==> src/rtl/vga_axil_regfile_if.sv <==
// AXI4-Lite bus bundle for the VGA control-path register bank.
// The master modport is the CPU side; the slave modport is the register bank.
interface vga_axil_regfile_if #(
   parameter int ADDR_WIDTH = 32,
   parameter int DATA_WIDTH = 32
);
   localparam int STRB_W = DATA_WIDTH / 8;

   logic [ADDR_WIDTH-1:0] awaddr;
   logic                  awvalid;
   logic                  awready;

   logic [DATA_WIDTH-1:0] wdata;
   logic [STRB_W-1:0]     wstrb;
   logic                  wvalid;
   logic                  wready;

   logic [1:0]            bresp;
   logic                  bvalid;
   logic                  bready;

   logic [ADDR_WIDTH-1:0] araddr;
   logic                  arvalid;
   logic                  arready;

   logic [DATA_WIDTH-1:0] rdata;
   logic [1:0]            rresp;
   logic                  rvalid;
   logic                  rready;

   modport master (
      output awaddr, awvalid, wdata, wstrb, wvalid, bready, araddr, arvalid, rready,
      input  awready, wready, bresp, bvalid, arready, rdata, rresp, rvalid
   );

   modport slave (
      input  awaddr, awvalid, wdata, wstrb, wvalid, bready, araddr, arvalid, rready,
      output awready, wready, bresp, bvalid, arready, rdata, rresp, rvalid
   );
endinterface

==> src/rtl/vga_axil_regfile.sv <==
// AXI4-Lite slave register bank for the VGA control path.
// AW and W are each captured in a one-entry buffer so they may arrive in any
// order; a write commits when both are held and the B slot is free. Reads are
// answered from a registered R slot, one per cycle while rready is high.
module vga_axil_regfile #(
   parameter int                             ADDR_WIDTH = 32,
   parameter int                             DATA_WIDTH = 32,
   parameter int                             NUM_REGS   = 16,
   parameter logic [NUM_REGS-1:0]            RO_MASK    = '0,
   parameter logic [NUM_REGS*DATA_WIDTH-1:0] RESET_VAL  = '0
) (
   input  logic                           clk,
   input  logic                           arst_n,
   vga_axil_regfile_if.slave              s_axil,
   output logic [NUM_REGS*DATA_WIDTH-1:0] reg_o,
   input  logic [NUM_REGS*DATA_WIDTH-1:0] reg_i,
   output logic [NUM_REGS-1:0]            wr_pulse_o
);
   localparam int STRB_W   = DATA_WIDTH / 8;
   localparam int ADDR_LSB = $clog2(STRB_W);
   // Full word index width, so out-of-range addresses are never aliased
   localparam int NIDX_W   = ADDR_WIDTH - ADDR_LSB;
   localparam logic [1:0] RESP_OKAY   = 2'b00;
   localparam logic [1:0] RESP_SLVERR = 2'b10;

   logic                  aw_full_q, aw_full_d;
   logic [NIDX_W-1:0]     aw_idx_q, aw_idx_d;
   logic                  w_full_q, w_full_d;
   logic [DATA_WIDTH-1:0] wdata_q, wdata_d;
   logic [STRB_W-1:0]     wstrb_q, wstrb_d;
   logic                  bvalid_q, bvalid_d;
   logic [1:0]            bresp_q, bresp_d;
   logic                  rvalid_q, rvalid_d;
   logic [1:0]            rresp_q, rresp_d;
   logic [DATA_WIDTH-1:0] rdata_q, rdata_d;
   logic [NUM_REGS-1:0]   wr_pulse_q, wr_pulse_d;

   logic                  aw_hs, w_hs, ar_hs, wr_fire;
   logic                  wr_legal, rd_legal;
   logic [NIDX_W-1:0]     ar_idx;
   logic [NUM_REGS-1:0]   wr_sel, rd_sel;
   logic [DATA_WIDTH-1:0] wr_mask;
   logic [DATA_WIDTH-1:0] rd_val;
   logic [DATA_WIDTH-1:0] slot_val [NUM_REGS];
   logic                  unused_addr;

   // Sub-word address bits carry no information for word registers
   assign unused_addr = ^{s_axil.awaddr[ADDR_LSB-1:0], s_axil.araddr[ADDR_LSB-1:0]};

   assign wr_fire = aw_full_q && w_full_q && (!bvalid_q || s_axil.bready);
   assign s_axil.awready = !aw_full_q || wr_fire;
   assign s_axil.wready  = !w_full_q || wr_fire;
   assign s_axil.arready = !rvalid_q || s_axil.rready;
   assign aw_hs = s_axil.awvalid && s_axil.awready;
   assign w_hs  = s_axil.wvalid && s_axil.wready;
   assign ar_hs = s_axil.arvalid && s_axil.arready;
   assign ar_idx = s_axil.araddr[ADDR_WIDTH-1:ADDR_LSB];

   assign s_axil.bvalid = bvalid_q;
   assign s_axil.bresp  = bresp_q;
   assign s_axil.rvalid = rvalid_q;
   assign s_axil.rresp  = rresp_q;
   assign s_axil.rdata  = rdata_q;
   assign wr_pulse_o    = wr_pulse_q;

   // Only read-write slots can be hit legally; read-only and out-of-range fail
   assign wr_legal = |(wr_sel & ~RO_MASK);
   assign rd_legal = |rd_sel;

   genvar gi;
   for (gi = 0; gi < STRB_W; gi++) begin : g_mask
      assign wr_mask[gi*8 +: 8] = {8{wstrb_q[gi]}};
   end

   for (gi = 0; gi < NUM_REGS; gi++) begin : g_reg
      assign wr_sel[gi] = (aw_idx_q == NIDX_W'(gi));
      assign rd_sel[gi] = (ar_idx == NIDX_W'(gi));
      if (RO_MASK[gi]) begin : g_ro
         assign slot_val[gi] = reg_i[gi*DATA_WIDTH +: DATA_WIDTH];
         assign reg_o[gi*DATA_WIDTH +: DATA_WIDTH] = '0;
      end else begin : g_rw
         logic [DATA_WIDTH-1:0] val_q, val_d;
         logic                  unused_ri;
         assign unused_ri = ^reg_i[gi*DATA_WIDTH +: DATA_WIDTH];

         // Strobed byte merge when a committed write targets this register
         always_comb begin
            val_d = val_q;
            if (wr_fire && wr_sel[gi]) begin
               val_d = (val_q & ~wr_mask) | (wdata_q & wr_mask);
            end
         end

         // Register storage, restored to its reset image on reset
         always_ff @(posedge clk or negedge arst_n) begin
            if (!arst_n) begin
               val_q <= RESET_VAL[gi*DATA_WIDTH +: DATA_WIDTH];
            end else begin
               val_q <= val_d;
            end
         end

         assign slot_val[gi] = val_q;
         assign reg_o[gi*DATA_WIDTH +: DATA_WIDTH] = val_q;
      end
   end

   // Read data mux; the index is one-hot or empty so the last hit wins safely
   always_comb begin
      rd_val = '0;
      for (int i = 0; i < NUM_REGS; i++) begin
         if (rd_sel[i]) begin
            rd_val = slot_val[i];
         end
      end
   end

   // Buffer fill/drain, write commit and B/R response next-state
   always_comb begin
      aw_full_d  = aw_full_q;
      aw_idx_d   = aw_idx_q;
      w_full_d   = w_full_q;
      wdata_d    = wdata_q;
      wstrb_d    = wstrb_q;
      bvalid_d   = bvalid_q;
      bresp_d    = bresp_q;
      rvalid_d   = rvalid_q;
      rdata_d    = rdata_q;
      rresp_d    = rresp_q;
      wr_pulse_d = '0;

      if (wr_fire) begin
         aw_full_d  = 1'b0;
         w_full_d   = 1'b0;
         bvalid_d   = 1'b1;
         bresp_d    = wr_legal ? RESP_OKAY : RESP_SLVERR;
         wr_pulse_d = wr_sel & ~RO_MASK;
      end else if (bvalid_q && s_axil.bready) begin
         bvalid_d = 1'b0;
      end

      // A buffer drained by wr_fire may refill in the same cycle
      if (aw_hs) begin
         aw_full_d = 1'b1;
         aw_idx_d  = s_axil.awaddr[ADDR_WIDTH-1:ADDR_LSB];
      end
      if (w_hs) begin
         w_full_d = 1'b1;
         wdata_d  = s_axil.wdata;
         wstrb_d  = s_axil.wstrb;
      end

      if (ar_hs) begin
         rvalid_d = 1'b1;
         rdata_d  = rd_legal ? rd_val : '0;
         rresp_d  = rd_legal ? RESP_OKAY : RESP_SLVERR;
      end else if (s_axil.rready) begin
         rvalid_d = 1'b0;
      end
   end

   // Control and response state; reset discards anything in flight
   always_ff @(posedge clk or negedge arst_n) begin
      if (!arst_n) begin
         aw_full_q  <= 1'b0;
         aw_idx_q   <= '0;
         w_full_q   <= 1'b0;
         wdata_q    <= '0;
         wstrb_q    <= '0;
         bvalid_q   <= 1'b0;
         bresp_q    <= RESP_OKAY;
         rvalid_q   <= 1'b0;
         rdata_q    <= '0;
         rresp_q    <= RESP_OKAY;
         wr_pulse_q <= '0;
      end else begin
         aw_full_q  <= aw_full_d;
         aw_idx_q   <= aw_idx_d;
         w_full_q   <= w_full_d;
         wdata_q    <= wdata_d;
         wstrb_q    <= wstrb_d;
         bvalid_q   <= bvalid_d;
         bresp_q    <= bresp_d;
         rvalid_q   <= rvalid_d;
         rdata_q    <= rdata_d;
         rresp_q    <= rresp_d;
         wr_pulse_q <= wr_pulse_d;
      end
   end
endmodule

==> src/flat_wrapper.sv <==
// flat-port wrapper written by rule: the top's interface ports become plain ports
module vga_axil_regfile_flat 
#(
   parameter int                             ADDR_WIDTH = 32,
   parameter int                             DATA_WIDTH = 32,
   parameter int                             NUM_REGS   = 16,
   parameter logic [NUM_REGS-1:0]            RO_MASK    = '0,
   parameter logic [NUM_REGS*DATA_WIDTH-1:0] RESET_VAL  = '0
)
  (clk, arst_n, reg_o, reg_i, wr_pulse_o, s_axil_awaddr, s_axil_awvalid, s_axil_wdata, s_axil_wstrb, s_axil_wvalid, s_axil_bready, s_axil_araddr, s_axil_arvalid, s_axil_rready, s_axil_awready, s_axil_wready, s_axil_bresp, s_axil_bvalid, s_axil_arready, s_axil_rdata, s_axil_rresp, s_axil_rvalid);
  vga_axil_regfile_if #(.ADDR_WIDTH(ADDR_WIDTH), .DATA_WIDTH(DATA_WIDTH)) s_axil_i ();
  input  logic clk;
  input  logic arst_n;
  output logic [NUM_REGS*DATA_WIDTH-1:0] reg_o;
  input  logic [NUM_REGS*DATA_WIDTH-1:0] reg_i;
  output logic [NUM_REGS-1:0] wr_pulse_o;
  input wire logic [$bits(s_axil_i.awaddr)-1:0] s_axil_awaddr;
  input wire logic [$bits(s_axil_i.awvalid)-1:0] s_axil_awvalid;
  input wire logic [$bits(s_axil_i.wdata)-1:0] s_axil_wdata;
  input wire logic [$bits(s_axil_i.wstrb)-1:0] s_axil_wstrb;
  input wire logic [$bits(s_axil_i.wvalid)-1:0] s_axil_wvalid;
  input wire logic [$bits(s_axil_i.bready)-1:0] s_axil_bready;
  input wire logic [$bits(s_axil_i.araddr)-1:0] s_axil_araddr;
  input wire logic [$bits(s_axil_i.arvalid)-1:0] s_axil_arvalid;
  input wire logic [$bits(s_axil_i.rready)-1:0] s_axil_rready;
  output wire logic [$bits(s_axil_i.awready)-1:0] s_axil_awready;
  output wire logic [$bits(s_axil_i.wready)-1:0] s_axil_wready;
  output wire logic [$bits(s_axil_i.bresp)-1:0] s_axil_bresp;
  output wire logic [$bits(s_axil_i.bvalid)-1:0] s_axil_bvalid;
  output wire logic [$bits(s_axil_i.arready)-1:0] s_axil_arready;
  output wire logic [$bits(s_axil_i.rdata)-1:0] s_axil_rdata;
  output wire logic [$bits(s_axil_i.rresp)-1:0] s_axil_rresp;
  output wire logic [$bits(s_axil_i.rvalid)-1:0] s_axil_rvalid;
  assign s_axil_i.awaddr = s_axil_awaddr;
  assign s_axil_i.awvalid = s_axil_awvalid;
  assign s_axil_i.wdata = s_axil_wdata;
  assign s_axil_i.wstrb = s_axil_wstrb;
  assign s_axil_i.wvalid = s_axil_wvalid;
  assign s_axil_i.bready = s_axil_bready;
  assign s_axil_i.araddr = s_axil_araddr;
  assign s_axil_i.arvalid = s_axil_arvalid;
  assign s_axil_i.rready = s_axil_rready;
  assign s_axil_awready = s_axil_i.awready;
  assign s_axil_wready = s_axil_i.wready;
  assign s_axil_bresp = s_axil_i.bresp;
  assign s_axil_bvalid = s_axil_i.bvalid;
  assign s_axil_arready = s_axil_i.arready;
  assign s_axil_rdata = s_axil_i.rdata;
  assign s_axil_rresp = s_axil_i.rresp;
  assign s_axil_rvalid = s_axil_i.rvalid;
  vga_axil_regfile #(.ADDR_WIDTH(ADDR_WIDTH), .DATA_WIDTH(DATA_WIDTH), .NUM_REGS(NUM_REGS), .RO_MASK(RO_MASK), .RESET_VAL(RESET_VAL)) u_core (.clk(clk), .arst_n(arst_n), .s_axil(s_axil_i), .reg_o(reg_o), .reg_i(reg_i), .wr_pulse_o(wr_pulse_o));
endmodule
==> config.mk <==
export PLATFORM = sky130hd
export DESIGN_NAME = vga_axil_regfile_flat
export DESIGN_NICKNAME = d
export VERILOG_FILES = /design/src/rtl/vga_axil_regfile_if.sv /design/src/rtl/vga_axil_regfile.sv /design/src/flat_wrapper.sv
export SDC_FILE = /design/constraint.sdc
export NUM_CORES = 1
export LEC_CHECK = 0
export CORE_AREA = 2 2 457 459
export CTS_BUF_LIST = sky130_fd_sc_hd__clkbuf_4 sky130_fd_sc_hd__clkbuf_8
export CTS_CLUSTER_SIZE = 8
export DETAILED_ROUTE_END_ITERATION = 7
export DIE_AREA = 0 0 459 461
export PLACE_DENSITY = 0.35
export SLEW_MARGIN = 5
export SYNTH_ARGS = -nofsm -noshare
export SYNTH_HDL_FRONTEND = slang
export SYNTH_SLANG_ARGS = --single-unit
==> constraint.sdc <==
create_clock -name clk -period 2.5 [get_ports clk]
set_input_delay 0.5 -clock clk [delete_from_list [all_inputs] [get_ports clk]]
set_output_delay 0.5 -clock clk [all_outputs]
set_load 0.02 [all_outputs]
* Yosys cells after proc, flatten, opt, wreduce, memory -nomap -nowiden *
Cells that the tools add are included.

operators by class
  equality and inequality tests = 30
  mux-type cells = 27
  bitwise operators = 34
  reductions and logical operators = 38

operators with widths
  cell                   number
  $and A32 B32 Y32       17
  $mux W32               17
  $or A32 B32 Y32        16
  $eq A30 B4 Y1 const B  16
  $eq A30 B3 Y1 const B  8
  $eq A30 B2 Y1 const B  4
  $eq A30 B1 Y1 const B  2
  $logic_not A30 Y1      2
  $not A32 Y32           1
  $reduce_or A16 Y1      2
  $logic_and A1 B1 Y1    22
  $mux W16               1
  $reduce_bool A2 Y1     4
  $mux W1                7
  $logic_not A1 Y1       4
  $logic_or A1 B1 Y1     4
  $mux W2                2

storage, ports and cells
  flip-flop bits (word level) = 634
  input bits = 619
  output and inout port bits = 569
  logic and storage cells = 156

* Depth between registers and ports, before layout *
Gate-level depths: netlist (run 1).

  word-level depth = 18
  mapped depth = 11
  depth with buffers taken out = 7

* Least setup slack after synthesis (run 1) *
No wires, ideal clock.

  path type = input to register
  from = in s_axil_araddr[7]
  to = reg u_core.rdata_q[0] (netlist: u_core.s_axil.rdata[0])
  library setup time = 0.130 ns
  data arrival time = 2.450 ns
  required time = 2.370 ns
  setup slack = -0.081 ns
  stages = 8
  buffers on the path = 2
  cell sequence = or4_1 > clkbuf_1 > nor3b_2 > nand4_2 > clkbuf_1 > o221a_2 > a31oi_1 > o21ai_0

between the ends
  longest elaborated chain between the ends = 18
  elaborated cells between the ends (all ways) = 34
  those cells by class = eq/ne: 15; mux: 17; reduce/logical: 2

ends and longest elaborated chain
  item                    line                     RTL
  start, declared         flat_wrapper.sv:23       input wire logic [$bits(s_axil_i.araddr)-1:0] s_axil_araddr;
  $logic_not A30 Y1       vga_axil_regfile.sv:77   assign rd_sel[gi] = (ar_idx == NIDX_W'(gi));
  $mux W32 (16 in a row)  vga_axil_regfile.sv:112  if (rd_sel[i]) begin
  $mux W32 *              vga_axil_regfile.sv:155  rdata_d = rd_legal ? rd_val : '0;
  end signal, assigned    vga_axil_regfile.sv:185  rdata_q <= rdata_d;
  end, declared           vga_axil_regfile.sv:35   logic [DATA_WIDTH-1:0] rdata_q, rdata_d;

Every way passes the cells marked *; elsewhere a longest branch is shown, timed or not.
A chain may end at the register's enable or synchronous reset.

==> results.py, run 1 <==
metrics = {
    "finish": {
        "fillers": 22314,
        "mostFrequentLayoutCells": "dfrtp_1 (623), mux2_2 (557), dlygate4sd2_1 (485), buf_4 (355), clkdlybuf4s50_1 (157)",
        "final_nets": 4013,
        "layout-drive-gt1-share_pct": 43.0,
        "final_common_cell": "dfrtp_1",
        "area_growth_pct": 63.6,
        "final_util_pct": 22.5,
    },
    "power_and_ir_drop": {
        "p_leak_nw": 23.4,
        "totalPowerFinal_mw": 26.7,
        "powerDensity_mw_per_mm2": 573,
        "ir_drop_mv": 0.368,
    },
    "routing": {
        "routedWlPerCell_microns": 32.9,
        "ant_nets": 0,
        "dr.pass1.iters": 6,
        "drc": 0,
        "dr_total_vias": 25649,
        "via_per_inst": 4.12,
        "drt-initial-drc-count": 1909,
        "wirelength_mm": 205,
    },
    "clock_tree": {
        "h-tree-depth": 4,
        "cts_root_buf": "clkbuf_8",
        "clock-sinks": 632,
        "numCtsBuffers": 131,
        "cts.clk_slew.worst_paths_ns": 0.07,
        "insertion_delay_ns": 0.88,
        "cts_tree": "done",
        "clk_path_buf_depth": 3,
    },
    "global_routing": {
        "grtUsageTotal_pct": 19.0,
        "antenna_found_initial": 33,
        "grt_max_degree": 81,
        "gr-total-overflow": 0,
        "grt_pass1_vias": 26204,
        "grt_pass1_wl_mm": 267,
    },
    "synth": {
        "ys.flop_type": "dfrtp_1",
        "yosys_warnings": 0,
        "synth.avg_cell_area_sq_um": 12.8,
        "synth_edf_count": 0,
        "synth_compound_area_share_pct": 10.6,
        "syn_area_sq_mm": 0.0284,
        "syn_inst": 2226,
        "seq_area_frac_synth_pct": 55.6,
        "yosys.area_share.simple_pct": 6.82,
        "ys_ff_latch": 632,
        "synth_top_family_by_area": "multiplexers",
        "async_reset_ff_share_pct": 100,
        "synthMuxAreaShare_pct": 24.9,
        "synthAdderAreaFrac_pct": 0,
        "synthXorXnorAreaFrac_pct": 0.0308,
        "synthDistinctLibCells": 69,
    },
    "placement": {
        "portBuffers": 669,
        "dp_hpwl_mm": 168,
        "finalWeightedCongestion": 0.824,
    },
    "sta": {
        "layout_setup_ws_ns": -0.188,
        "setup_viol": 523,
        "period_share_pct": 108,
        "rsz0062_at_grt": "yes",
        "slew-limit-headroom_pct": 15.2,
        "min_period_ns": 2.69,
        "fin_worst_skew_ns": 0.0534,
        "tightest_slew_ns": 1.27,
        "slew_violations": 0,
        "max_freq_ghz": 0.372,
        "hold_violations": 0,
    },
    "die": {
        "ios": 1188,
        "start_util_pct": 13.8,
        "placementRows": 167,
        "die_width_microns": 459,
        "dieArea_sq_mm": 0.212,
        "die_h_microns": 461,
        "core_area_sq_mm": 0.206,
    },
    "critical_path": {
        "cp.required_ns": 3.25,
        "worstPathMaxFanout": 8,
        "timing.rr.start": "u_core.aw_idx_q[17]",
        "reg2reg_slack_ns": -0.19,
        "crit_family": "simple AND/OR/NAND/NOR gates",
        "crit_top_cell": "buf_12",
        "max_stage_delay_ns": 0.55,
        "r2r_cells": 9,
        "end_kind": "register",
        "startpoint_type": "register",
        "slowest_stage": "or4_4",
        "path_class": "register to register",
        "cp_num_buf_inv": 3,
        "cp_cell_sequence": "or4_4, nor4_4, or3b_4, buf_6, nor2_4, buf_12, nand2_2, buf_12, mux2_2",
        "cp.arrival_ns": 3.44,
    },
    "outcome": {
        "violations": "negative setup slack",
        "status": "finished, violations left",
    },
    "job": {
        "cap_violations": 0,
    },
    "min_path": {
        "min_path_type": "input pin to asynchronous set/reset pin",
    },
}
## final cells by class
type | instances | area [sq um] | share of cell area, %
multi-input combinational | 1453 | 13100 | 28.2
tap | 2704 | 3380 | 7.27
sequential | 632 | 15800 | 34.0
timing repair buffer | 1172 | 11400 | 24.4
clock buffer | 200 | 2440 | 5.25
inverter | 4 | 15.0 | 0.0323
clock inverter | 24 | 269 | 0.578
antenna | 42 | 105 | 0.226
## Yosys cell counts (all sizes together), types with 12 or more instances
library cell	count	area, sq um
or3	14	87.6
a211oi	18	135
mux2i	30	300
a22oi	63	473
nand2	130	536
a221oi	20	175
a22o	22	193
nor3	17	116
nand3	31	155
clkbuf	108	405
o211ai	12	90.1
buf	30	144
nor2	95	389
o22ai	57	357
nor4	27	263
o221ai	20	175
o21ai	77	385
nand4	18	119
dfrtp	632	15800
a21oi	91	455
mux2	602	6780
## how the worst max path moves through the flow
| stage | start | end | slack (ns) | cells past startpoint |
|---|---|---|---|---|
| floorplan | s_axil_araddr[7] | u_core.s_axil.rdata[4] | -0.03 | 8 |
| global placement | s_axil_araddr[7] | u_core.s_axil.rdata[3] | -1.73 | 10 |
| detailed placement | s_axil_araddr[7] | u_core.s_axil.rdata[3] | -1.74 | 10 |
| CTS | u_core.aw_idx_q[8] | register | -0.24 | 11 |
| global route | u_core.aw_idx_q[20] | register | -0.36 | 11 |
| finish | u_core.aw_idx_q[17] | register | -0.19 | 9 |
## stage by stage
step	area, sq um	instances	setup WS, ns	hold slack, ns	TNS [ns]
6_report	46500	6231	-0.188	0.129	-40.03
5_1_grt	46500	6215	-0.364	0.0754	-136.12
4_1_cts	46400	6193	-0.243	0.0347	-60.85
3_5_place_dp	42600	5931	-1.74	0.429	-263.18
3_3_place_gp	42600	5931	-1.73	0.429	-262.75
2_1_floorplan	28500	2227	-0.0276	0.204	-0.103
## what timing repair did
item                       in CTS  in global routing
setup endpoints to repair    1038                568
hold endpoints to repair      322                  0
gates cloned                    1                  0
hold buffers                    1                  0
resized for setup             843                 21
buffers inserted               38                  1
pin swaps                      15                  7
## worst reg2reg max path, cell delays in order, from the launching register on
cell and delay (ns):
dfrtp_1 0.38, or4_4 0.55, nor4_4 0.27, or3b_4 0.44
buf_6 0.15, nor2_4 0.14, buf_12 0.13, nand2_2 0.06
buf_12 0.19, mux2_2 0.29
## logic make-up (layout without fill, tap and decap cells)
family / Yosys count / in the layout
and+or+nand+nor: 370 / 370
xor gates and xnor gates: 1 / 1
buffers and inverters: 142 / 1400
other: 1 / 44
DFF: 632 / 632
muxes: 632 / 632
AOI/OAI and AO/OA: 448 / 448
## power by group
part | switching [mW] | internal (mW)
sequential | 1.93 | 10.6
clock | 5.26 | 6.55
combinational | 1.36 | 0.969
total | 8.54 | 18.1
## metal layers
| layer | wire, microns | global-route usage (%) | up-vias |
|---|---|---|---|
| met5 | 28 | 0 | - |
| li1 | - | - | 10843 |
| met2 | 80300 | 25.7 | 1121 |
| met1 | 96500 | 26.6 | 13505 |
| met3 | 23500 | 8.93 | 176 |
| met4 | 5000 | 4.64 | 4 |
Note: power is estimated with default switching activity, not from simulation.
==> run 2, diff against run 1 <==
GPL_ROUTABILITY_DRIVEN = 0   (was not set)
==> results of run 2 <==
No change in the layout: final DEF, timing and power equal those of run 1.
